===== src/rtl/alu_pkg.sv =====
// Shared types and constants for the alu8 execute stage.
// Opcode encoding is fixed at 4 bits; all 16 values are defined operations.
package alu_pkg;

    localparam int ALU_W = 8;
    localparam logic [ALU_W-1:0] DIV0_RESULT = 8'hFF;

    typedef enum logic [3:0] {
        OP_ADD  = 4'd0,
        OP_SUB  = 4'd1,
        OP_MUL  = 4'd2,
        OP_DIV  = 4'd3,
        OP_SHL  = 4'd4,
        OP_SHR  = 4'd5,
        OP_ROL  = 4'd6,
        OP_ROR  = 4'd7,
        OP_AND  = 4'd8,
        OP_OR   = 4'd9,
        OP_XOR  = 4'd10,
        OP_NOR  = 4'd11,
        OP_NAND = 4'd12,
        OP_XNOR = 4'd13,
        OP_GT   = 4'd14,
        OP_EQ   = 4'd15
    } alu_op_e;

endpackage


===== src/rtl/alu_shift_logic.sv =====
// Combinational shift/rotate, bitwise and compare unit for opcodes 4-15.
// Opcodes 0-3 belong to the arithmetic path in the top level and return zero here.
module alu_shift_logic
    import alu_pkg::*;
(
    input  logic [ALU_W-1:0] i_a,
    input  logic [ALU_W-1:0] i_b,
    input  alu_op_e          i_sel,
    output logic [ALU_W-1:0] o_result
);

    always_comb begin
        o_result = '0;
        case (i_sel)
            OP_SHL:  o_result = {i_a[6:0], 1'b0};
            OP_SHR:  o_result = {1'b0, i_a[7:1]};
            OP_ROL:  o_result = {i_a[6:0], i_a[7]};
            OP_ROR:  o_result = {i_a[0], i_a[7:1]};
            OP_AND:  o_result = i_a & i_b;
            OP_OR:   o_result = i_a | i_b;
            OP_XOR:  o_result = i_a ^ i_b;
            OP_NOR:  o_result = ~(i_a | i_b);
            OP_NAND: o_result = ~(i_a & i_b);
            OP_XNOR: o_result = ~(i_a ^ i_b);
            OP_GT:   o_result = {7'd0, (i_a > i_b)};
            OP_EQ:   o_result = {7'd0, (i_a == i_b)};
            default: o_result = '0;
        endcase
    end

endmodule


===== src/rtl/alu8.sv =====
// 8-bit registered ALU: arithmetic, result mux and output registers.
// Macro ALU_MULDIV_EN enables the single-cycle multiplier and divider (opcodes 2/3).
module alu8
    import alu_pkg::*;
(
    input  logic             clk,
    input  logic             rst_n,
    input  logic [ALU_W-1:0] A,
    input  logic [ALU_W-1:0] B,
    input  logic [3:0]       ALU_Sel,
    output logic [ALU_W-1:0] ALU_Out,
    output logic             CarryOut
);

    alu_op_e          w_op;
    logic [ALU_W:0]   w_sum;
    logic [ALU_W:0]   w_diff;
    logic [ALU_W-1:0] w_logic_out;
    logic [ALU_W-1:0] w_next_out;
    logic             w_next_carry;
    logic [ALU_W-1:0] r_out;
    logic             r_carry;

    assign w_op   = alu_op_e'(ALU_Sel);
    assign w_sum  = {1'b0, A} + {1'b0, B};
    // Bit 8 of the 9-bit difference is the borrow, set exactly when A < B.
    assign w_diff = {1'b0, A} - {1'b0, B};

`ifdef ALU_MULDIV_EN
    logic [2*ALU_W-1:0] w_prod;
    logic [ALU_W-1:0]   w_quot;
    logic               w_div0;

    assign w_prod = {8'd0, A} * {8'd0, B};
    assign w_div0 = (B == '0);
    assign w_quot = w_div0 ? DIV0_RESULT : (A / B);
`endif

    alu_shift_logic u_shift_logic (
        .i_a      (A),
        .i_b      (B),
        .i_sel    (w_op),
        .o_result (w_logic_out)
    );

    always_comb begin
        w_next_out   = w_logic_out;
        w_next_carry = 1'b0;
        case (w_op)
            OP_ADD: begin
                w_next_out   = w_sum[ALU_W-1:0];
                w_next_carry = w_sum[ALU_W];
            end
            OP_SUB: begin
                w_next_out   = w_diff[ALU_W-1:0];
                w_next_carry = w_diff[ALU_W];
            end
`ifdef ALU_MULDIV_EN
            OP_MUL: begin
                w_next_out   = w_prod[ALU_W-1:0];
                w_next_carry = |w_prod[2*ALU_W-1:ALU_W];
            end
            OP_DIV: begin
                w_next_out   = w_quot;
                w_next_carry = w_div0;
            end
`else
            OP_MUL, OP_DIV: begin
                w_next_out   = '0;
                w_next_carry = 1'b0;
            end
`endif
            default: begin
                w_next_out   = w_logic_out;
                w_next_carry = 1'b0;
            end
        endcase
    end

    always_ff @(posedge clk or negedge rst_n) begin
        if (!rst_n) begin
            r_out   <= '0;
            r_carry <= 1'b0;
        end else begin
            r_out   <= w_next_out;
            r_carry <= w_next_carry;
        end
    end

    assign ALU_Out  = r_out;
    assign CarryOut = r_carry;

endmodule


===== config.mk =====
export PLATFORM = sky130hd
export DESIGN_NAME = alu8
export DESIGN_NICKNAME = d
export VERILOG_FILES = /design/src/rtl/alu_pkg.sv /design/src/rtl/alu_shift_logic.sv /design/src/rtl/alu8.sv
export SDC_FILE = /design/constraint.sdc
export NUM_CORES = 1
export LEC_CHECK = 0
export ABC_CLOCK_PERIOD_IN_PS = 800
export BUFFER_PORTS_ARGS = -buffer_cell sky130_fd_sc_hd__buf_2
export CAP_MARGIN = 5
export CORE_MARGIN = 2
export CORE_UTILIZATION = 38
export CTS_CLUSTER_DIAMETER = 80
export DETAILED_ROUTE_END_ITERATION = 10
export GPL_TIMING_DRIVEN = 0
export PLACE_DENSITY = 0.69
export SETUP_SLACK_MARGIN = 0.3
export SLEW_MARGIN = 20
export SYNTH_ARGS = -nofsm -noshare
export SYNTH_HDL_FRONTEND = slang
export SYNTH_SLANG_ARGS = --single-unit

===== constraint.sdc =====
create_clock -name clk -period 0.8 [get_ports clk]
set_input_delay 0.16 -clock clk [delete_from_list [all_inputs] [get_ports clk]]
set_output_delay 0.16 -clock clk [all_outputs]
set_load 0.02 [all_outputs]

# Yosys cells after proc, flatten, opt, wreduce, memory -nomap -nowiden
# Index checks and enable logic that the tools add are counted.
[totals]
latchBits = 0
regBits = 9
in_bits = 22
elab_cells = 32
memories = 0
ram_bits = 0
rom_bits = 0
[classes]
mux = 3
eq_ne = 16
reduce_logical = 2
multipliers = 0
bitwise_logic = 6
add_sub_neg = 2
magnitude_cmp = 1
n_div = 0
shifts = 0
[ops]
columns = ["op", "n"]
rows = [
  ["8-bit one-hot mux with 12 select lines", 1],
  ["4-bit == test, second input constant", 8],
  ["8-bit NOT", 3],
  ["8-bit one-hot mux with 3 select lines", 1],
  ["4-bit by 3-bit == test with 1-bit output, second input constant", 4],
  ["8-bit by 8-bit adder with 9-bit output", 1],
  ["8-bit by 8-bit subtractor with 9-bit output", 1],
  ["8-bit AND", 1],
  ["4-bit by 2-bit == test with 1-bit output, second input constant", 2],
  ["8-bit == test", 1],
  ["8-bit > comparator", 1],
  ["8-bit bitwise OR", 1],
  ["8-bit XOR", 1],
  ["4-bit by 1-bit == test with 1-bit output, second input constant", 1],
  ["4-bit zero test", 1],
  ["1-bit one-hot mux with 2 select lines", 1],
  ["2-bit OR reduction", 1],
]

# Depth between registers and ports, before layout
# Gate-level depths: netlist of run 1.
[logic_depth]
ltp_word = 4
mapped_depth = 9
ltp_nobuf = 9

# By module
# A second synthesis of run 1 with hierarchy kept.
[unflattened]
cells_unflattened = 290
area_unflattened_um2 = 2183.3
[by_module_without_submodules]
columns = ["mod", "seq_area_each_um2", "area_each_um2", "cells_per_inst", "n_inst"]
rows = [
  ["alu8", 225.2, 1143.6, 137, 1],
  ["alu_shift_logic", 0.0, 1039.7, 153, 1],
]

# Worst setup path after synthesis of run 1
# No wires, ideal clock.
[synth_path]
path_kind = "input to register"
from = "input A[0]"
to = "register r_out[6], in the netlist ALU_Out[6]"
path_stages = 7
t_required_ns = 0.674
path_slack_ns = -1.164
setup_time_ns = 0.126
arrival_time_ns = 1.838
path_cell_list = "ha_1 > fa_1 > a21o_1 > a21oi_1 > o31ai_1 > a221o_2 > a221o_1"
[synth_via]
elab_chain_cells = 2
[synth_rtl]
columns = ["element", "line", "source"]
rows = [
  ["start: declaration", "alu8.sv:8", "input logic [ALU_W-1:0] A,"],
  ["8-bit by 8-bit subtractor with 9-bit output or 8-bit by 8-bit adder with 9-bit output (tied branches)", "alu8.sv:27, alu8.sv:25", ""],
  ["8-bit one-hot mux with 3 select lines *", "alu8.sv:49", "case (w_op)"],
  ["net w_next_out[6]", "alu8.sv:19", "logic [ALU_W-1:0] w_next_out;"],
  ["end signal: assignment", "alu8.sv:85", "r_out <= w_next_out;"],
  ["end: declaration", "alu8.sv:21", "logic [ALU_W-1:0] r_out;"],
]
# The timed path passes the listed nets; every way through them passes the cells marked *.

# Worst setup path in the final report of run 1
# Same ends and word-level chain as after synthesis.

==> flow_summary.json, run 1 <==
{
  "vias": 1923,
  "timing.hold.ws_ns": 0.319,
  "antenna_found_initial": 0,
  "wl_per_cell_um": 17.4,
  "stdcell_count": 322,
  "ios": 31,
  "dp_hpwl_um": 4080,
  "intPower_uw": 1550,
  "synth_cell_types": 52,
  "clock_power_share_pct": 19.7,
  "routed_wl_um": 5600,
  "synth-warning-count": 0,
  "dieArea_sq_um": 5250,
  "htreeDepth": 1,
  "synthCells": 230,
  "setup_viol": 18,
  "clockBufferDepth": 2,
  "cts-root-buf": "clkbuf_8",
  "core_area_sq_um": 4440,
  "first_pass_iters": 4,
  "power_uw": 2570,
  "start_util_pct": 40.0,
  "arrival_ns": 2.02,
  "grt_max_degree": 11,
  "p_seq_share_pct": 20.9,
  "stdcell_area_sq_um": 2390,
  "p_leak_uw": 0.00106,
  "syn_to_final_growth_pct": 34.1,
  "cts.clk_slew.worst_paths_ns": 0.04,
  "clock.fmax_mhz": 522,
  "maxSlewHeadroom_pct": 63.3,
  "cts_made_buffers": 3,
  "syn_avg_cell_area_sq_um": 7.74,
  "critPathRequiredTime_ns": 0.90,
  "grt_usage_pct": 21.5,
  "finalMaxSlewViolations": 0,
  "place_area_sq_um": 2110,
  "drt_iter0_drc": 202,
  "hp-class": "primary input to asynchronous set/reset pin",
  "vias_per_cell": 5.97,
  "grt_overflow": 0,
  "num_rows": 24,
  "syn-cell-area_sq_um": 1780,
  "path_max_fanout": 3,
  "fin_crit_sh_pct": 239,
  "max_cap_violations": 0,
  "end_kind": "register",
  "hold_viol_final": 0,
  "grt_pass1_vias": 1837,
  "synthesis.nets": 278,
  "synthFlopType": "dfrtp_1",
  "port_buffers": 28,
  "p_per_area_nw_per_um2": 1080,
  "grt_pass1_wl_um": 8870,
  "ys_ff_latch": 9,
  "cts_sinks": 9,
  "drive_gt1_share_pct": 31.1,
  "ant_nets": 0,
  "dp_cells": 310,
  "ys_seq_area_share_pct": 12.7,
  "path_class": "primary input to register",
  "fin_tns_setup_ns": -8.41,
  "fp.dieH_um": 72.4,
  "cp-start-kind": "primary input",
  "rsz0062_at_grt": "yes",
  "worst_pin_slew_ns": 0.545,
  "layout.nets": 319,
  "combPwrFrac_pct": 59.3,
  "violations": "setup timing",
  "p_sw_uw": 1020,
  "cts_tree": "built",
  "fin_crit_ns": 1.91,
  "vdd_drop_max_v": 0.000492,
  "diodes": 0,
  "gp_congestion": 0.928,
  "synth_async_sr_flop_share_pct": 100,
  "fp.dieW_um": 72.4,
  "synth_edf_count": 0,
  "p_sw_share_pct": 39.8,
  "status": "finished with violations",
  "final.setup.worst_slack_ns": -1.11,
  "drcViolationCount": 0
}
-- registers in the layout, indices dropped and copies added (netlist names) --
register,flops
ALU_Out,8
CarryOut,1
-- synthesized netlist by cell type (3+ instances only) --
cell / count / area share, %
a21o_1: 4 / 1.7
nor2b_1: 3 / 1.1
inv_1: 22 / 4.6
ha_1: 24 / 17
a211oi_1: 10 / 4.2
clkbuf_1: 7 / 1.5
nand2b_1: 4 / 1.4
o21ai_0: 13 / 3.7
dfrtp_1: 9 / 13
nor2_1: 18 / 3.8
o22ai_1: 4 / 1.4
o221ai_1: 4 / 2.0
nor4_1: 3 / 1.1
buf_2: 6 / 1.7
nor3_1: 4 / 1.1
mux2_2: 3 / 1.9
mux2i_1: 15 / 8.4
nand2_1: 12 / 2.5
a21oi_1: 14 / 3.9
xnor2_1: 6 / 3.0
-- placed cells by master (no fill, tap or decap), types with 3 or more instances in the layout --
cell      synthesis  final
nor2_1           18     18
a21o_1            4      4
buf_2             6     16
o22ai_1           4      4
o21ai_0          13     11
inv_1            22     17
o221ai_1          4      4
mux2i_1          15     15
ha_4              0      6
xnor2_1           6      6
dfrtp_1           9      9
inv_2             1      4
nor3_1            4      4
ha_1             24     16
a211oi_2          0      3
clkbuf_8          0      3
clkbuf_4          0      4
nor2b_1           3      3
nand2b_1          4      4
nand2_1          12     12
mux2_2            3      3
clkbuf_2          0      3
clkbuf_1          7      6
a21oi_1          14     13
buf_4             1      9
a211oi_1         10      7
buf_6             0     12
-- final cells by class --
type	count	area, sq um
buffer	15	88.8
clock buffer	4	45.0
fill	408	2060
inverter	24	120
multi-input combinational	182	1550
sequential	9	225
tap	52	65.1
timing repair buffer	36	288
-- what timing repair did --
action / 4_1_cts / 5_1_grt
resized for setup: 36 / 13
pin swaps: 14 / 7
hold buffers: 1 / 0
buffers inserted: 7 / 0
endpoints found under the setup margin: 18 / 27
cloned: 0 / 0
hold endpoints to repair: 9 / 0
-- critical path, cell delays in order --
cell and delay [ns]:
buf_12 0.12, inv_12 0.04, ha_4 0.12, inv_2 0.04, fa_2 0.33, nor3b_2 0.16
a211o_1 0.29, a31oi_2 0.24, o221ai_1 0.14, a221o_1 0.37
-- worst paths after layout --
check                       from         end  slack [ns]  cells after the start
min in group clk            B[7]    CarryOut        0.37                      4
max in group asynchronous  rst_n    CarryOut        0.34                      2
hold / removal             rst_n  ALU_Out[3]        0.32                      2
setup / recovery            A[0]  ALU_Out[6]       -1.11                     10
-- through the flow --
step	util (%)	setup WS, ns
floorplan	-	-1.06
global placement	47.4	-1.49
detailed placement	47.4	-1.50
CTS	52.8	-1.09
global route	53.7	-1.15
finish	53.7	-1.11
-- power by group through the flow --
stage | clock network [uW] | registers (uW) | logic, uW
final | 506 | 537 | 1520
after global routing | 525 | 542 | 1640
after CTS | 505 | 537 | 1460
after detailed placement | 0 | 528 | 1290
after global placement | 0 | 527 | 1280
after floorplan | 0 | 607 | 844
-- kinds of logic (layout without fill, tap and decap cells) --
| group | after synthesis | in the layout | share of synthesized area (%) |
|---|---|---|---|
| fa+ha+maj | 26 | 26 | 19.1 |
| xor+xnor | 7 | 7 | 3.45 |
| compound gates | 77 | 77 | 30.2 |
| simple gates | 54 | 54 | 14.6 |
| flops | 9 | 9 | 12.7 |
| mux | 18 | 18 | 10.3 |
| buf+inv | 39 | 79 | 9.63 |
-- per-layer routing --
layer,up-vias,global-route usage (%),wire length (um)
li1,917,-,-
met1,892,29.1,2350
met2,104,36.1,2650
met3,10,1.39,499
met4,0,7.41,103
met5,-,0,0
(Power assumes the default switching activity.)
==> run 2, diff against run 1 <==
--- a/config.mk
+++ b/config.mk
@@ -5,6 +5,7 @@
 export SDC_FILE = /design/constraint.sdc
 export NUM_CORES = 1
 export LEC_CHECK = 0
+export ABC_AREA = 1
 export ABC_CLOCK_PERIOD_IN_PS = 800
 export BUFFER_PORTS_ARGS = -buffer_cell sky130_fd_sc_hd__buf_2
 export CAP_MARGIN = 5
@@ -13,7 +14,7 @@
 export CTS_CLUSTER_DIAMETER = 80
 export DETAILED_ROUTE_END_ITERATION = 10
 export GPL_TIMING_DRIVEN = 0
-export PLACE_DENSITY = 0.69
+export PLACE_DENSITY = 0.68
 export SETUP_SLACK_MARGIN = 0.3
 export SLEW_MARGIN = 20
 export SYNTH_ARGS = -nofsm -noshare
==> run 2 against run 1 <==
Net effect:
- the flow still finishes with violations (setup timing)
- combinational power grew 34%
- fmax increased by 52%
- total power is 20% higher
- first-iteration DRC count increased by 38%
- largest power group unchanged
- clock-buffer cell count unchanged
- critical path type unchanged
- sequential power is 2% higher
- wire length up 33%
- cell area up 30%
- via count up 38%
- sequential share of layout area decreased by 2.2 points
- flip-flop and latch count stayed put
==> flow_summary.json, run 2 <==
{
  "worst_pin_slew_ns": 0.351,
  "timing.hold.ws_ns": 0.306,
  "preCtsSetupSlack_ns": -0.834,
  "layout.nets": 467,
  "syn-cell-area_sq_um": 1900,
  "cts-root-buf": "clkbuf_8",
  "grt_pass1_vias": 2407,
  "arrival_ns": 1.37,
  "p_seq_share_pct": 17.7,
  "finalMaxSlewViolations": 0,
  "vdd_drop_max_v": 0.000623,
  "setup_viol": 18,
  "hold_viol_final": 0,
  "fin_crit_ns": 1.26,
  "grt_pass1_wl_um": 11200,
  "port_buffers": 29,
  "wl_per_cell_um": 15.4,
  "end_kind": "register",
  "htreeDepth": 1,
  "cts_made_buffers": 3,
  "drive_gt1_share_pct": 38.8,
  "fin_tns_setup_ns": -4.36,
  "fin_crit_sh_pct": 158,
  "synth-warning-count": 0,
  "synth_edf_count": 0,
  "grt_overflow": 0,
  "syn_avg_cell_area_sq_um": 5.44,
  "ant_nets": 0,
  "combPwrFrac_pct": 65.8,
  "max_cap_violations": 0,
  "ios": 31,
  "grt_max_degree": 10,
  "dr.max_layer_used": "met4",
  "synth_cell_types": 16,
  "cp_top_family": "buffers and inverters",
  "maxSlewHeadroom_pct": 76.5,
  "drcViolationCount": 0,
  "first_pass_iters": 6,
  "yosys.area.top_type": "nand2_1",
  "vias": 2652,
  "wl_met1_um": 2880,
  "drt_iter0_drc": 278,
  "p_per_area_nw_per_um2": 992,
  "cp_cell_sequence": "buf_6 > inv_2 > ha_4 > clkinvlp_4 > buf_4 > a21oi_4 > nand4_1 > nand3_1 > nand3_1",
  "clockBufferDepth": 2,
  "synth_async_sr_flop_share_pct": 100,
  "synthesis.nets": 398,
  "status": "finished with violations",
  "cpMaxStageDelayCell": "ha_4",
  "final.setup.worst_slack_ns": -0.461,
  "slowest_delay_ns": 0.31,
  "dieArea_sq_um": 5590,
  "synthCells": 350,
  "gp_congestion": 0.972,
  "critPathRequiredTime_ns": 0.91,
  "path_class": "primary input to register",
  "synthTopCellsByCount": "nand2_1, inv_1, nor2_1",
  "fp.dieW_um": 74.8,
  "grt_usage_pct": 26.1,
  "yosys-top-cells-area": "nand2_1, ha_1, inv_1",
  "synthFlopType": "dfrtp_1",
  "path_common_cell": "nand3_1",
  "largest_reg_flops": 8,
  "clock_power_share_pct": 16.5,
  "utilization_pct": 65.0,
  "cp-start-kind": "primary input",
  "yosysMostFrequentCell": "nand2_1",
  "p_sw_share_pct": 42.2,
  "hp-class": "primary input to asynchronous set/reset pin",
  "dp_hpwl_um": 5070,
  "synth_top_area_share_pct": 20.9,
  "path_buf_inv": 4,
  "core_area_sq_um": 4790,
  "path_max_fanout": 4,
  "most-common-layout-cells": "nand2_1, inv_1, nor2_1, buf_4, nand3_1",
  "violations": "setup timing",
  "cts_tree": "built",
  "antenna_found_initial": 0,
  "cts_sinks": 9,
  "ys_seq_area_share_pct": 11.8,
  "final_common_cell": "nand2_1",
  "ys_ff_latch": 9,
  "syn_to_final_growth_pct": 63.6,
  "num_rows": 25,
  "met3WireLength_um": 678,
  "p_leak_uw": 0.00151,
  "routed_wl_um": 7450,
  "intPower_uw": 1780,
  "fp.dieH_um": 74.8,
  "vias_per_cell": 5.47,
  "route.met2.wl_um": 3590,
  "cts.clk_slew.worst_paths_ns": 0.04,
  "diodes": 0,
  "p_sw_uw": 1300,
  "rsz0062_at_grt": "yes",
  "clock.fmax_mhz": 793,
  "start_util_pct": 39.8
}
==> run 2: cell count changes in the layout (fill, tap and decap cells not counted), sizes merged, moves of 15 or more <==
cell / delta
buf: +29
nand2: +94
inv: +39
mux2i: -15
nand3: +32
nor2: +33
==> run 2: how the worst max path moves through the flow <==
stage | from | to | slack (ns) | depth (start not counted)
floorplan | A[0] | ALU_Out[4] | -0.44 | 10
global placement | A[1] | ALU_Out[7] | -0.84 | 11
detailed placement | A[1] | ALU_Out[7] | -0.83 | 11
CTS | A[0] | ALU_Out[4] | -0.42 | 11
global route | B[5] | ALU_Out[6] | -0.50 | 9
finish | B[5] | ALU_Out[6] | -0.46 | 9
==> run 2: power by group through the flow <==
stage / combinational [uW] / sequential, uW / clock, uW
detailed placement: 1310 / 534 / 0
finish: 2030 / 547 / 510
floorplan: 826 / 623 / 0
global route: 2180 / 555 / 550
CTS: 1750 / 545 / 524
global placement: 1300 / 535 / 0
==> run 2: through the flow <==
stage | area [sq um] | power [uW] | std cells
after global routing | 3110 | 3290 | 485
after CTS | 2860 | 2820 | 475
final | 3110 | 3090 | 485
after global placement | 2310 | 1830 | 446
after detailed placement | 2310 | 1840 | 446
after floorplan | 2080 | 1450 | 350
==> run 2: cell type report <==
class | instances | area (sq um)
Multi-Input combinational cell | 274 | 1780
Fill cell | 411 | 1670
Timing Repair Buffer | 64 | 621
Inverter | 62 | 287
Sequential cell | 9 | 225
Tap cell | 67 | 83.8
Buffer | 5 | 70.1
Clock buffer | 4 | 45.0
==> run 2: metal layers <==
layer | up-vias | global-route usage [%]
met5 | - | 0
met4 | 0 | 9.13
met3 | 35 | 2.68
met2 | 178 | 43.9
met1 | 1190 | 34.7
li1 | 1249 | -
==> run 2: repair_timing <==
item,in CTS,in global routing
hold endpoints to repair,9,0
buffers inserted,22,10
endpoints found under the setup margin,18,27
pin swaps,40,31
cloned,2,0
hold buffers,1,0
resized for setup,86,54
==> run 2: kinds of logic after synthesis <==
logic type,after synthesis,share of synthesized area [%]
buffers and inverters,67,13.5
XOR/XNOR,2,0.921
flip-flops,9,11.8
AND/OR/NAND/NOR,207,45.1
AO/OA/AOI/OAI,39,10.7
adder cells (fa/ha/maj),26,17.9
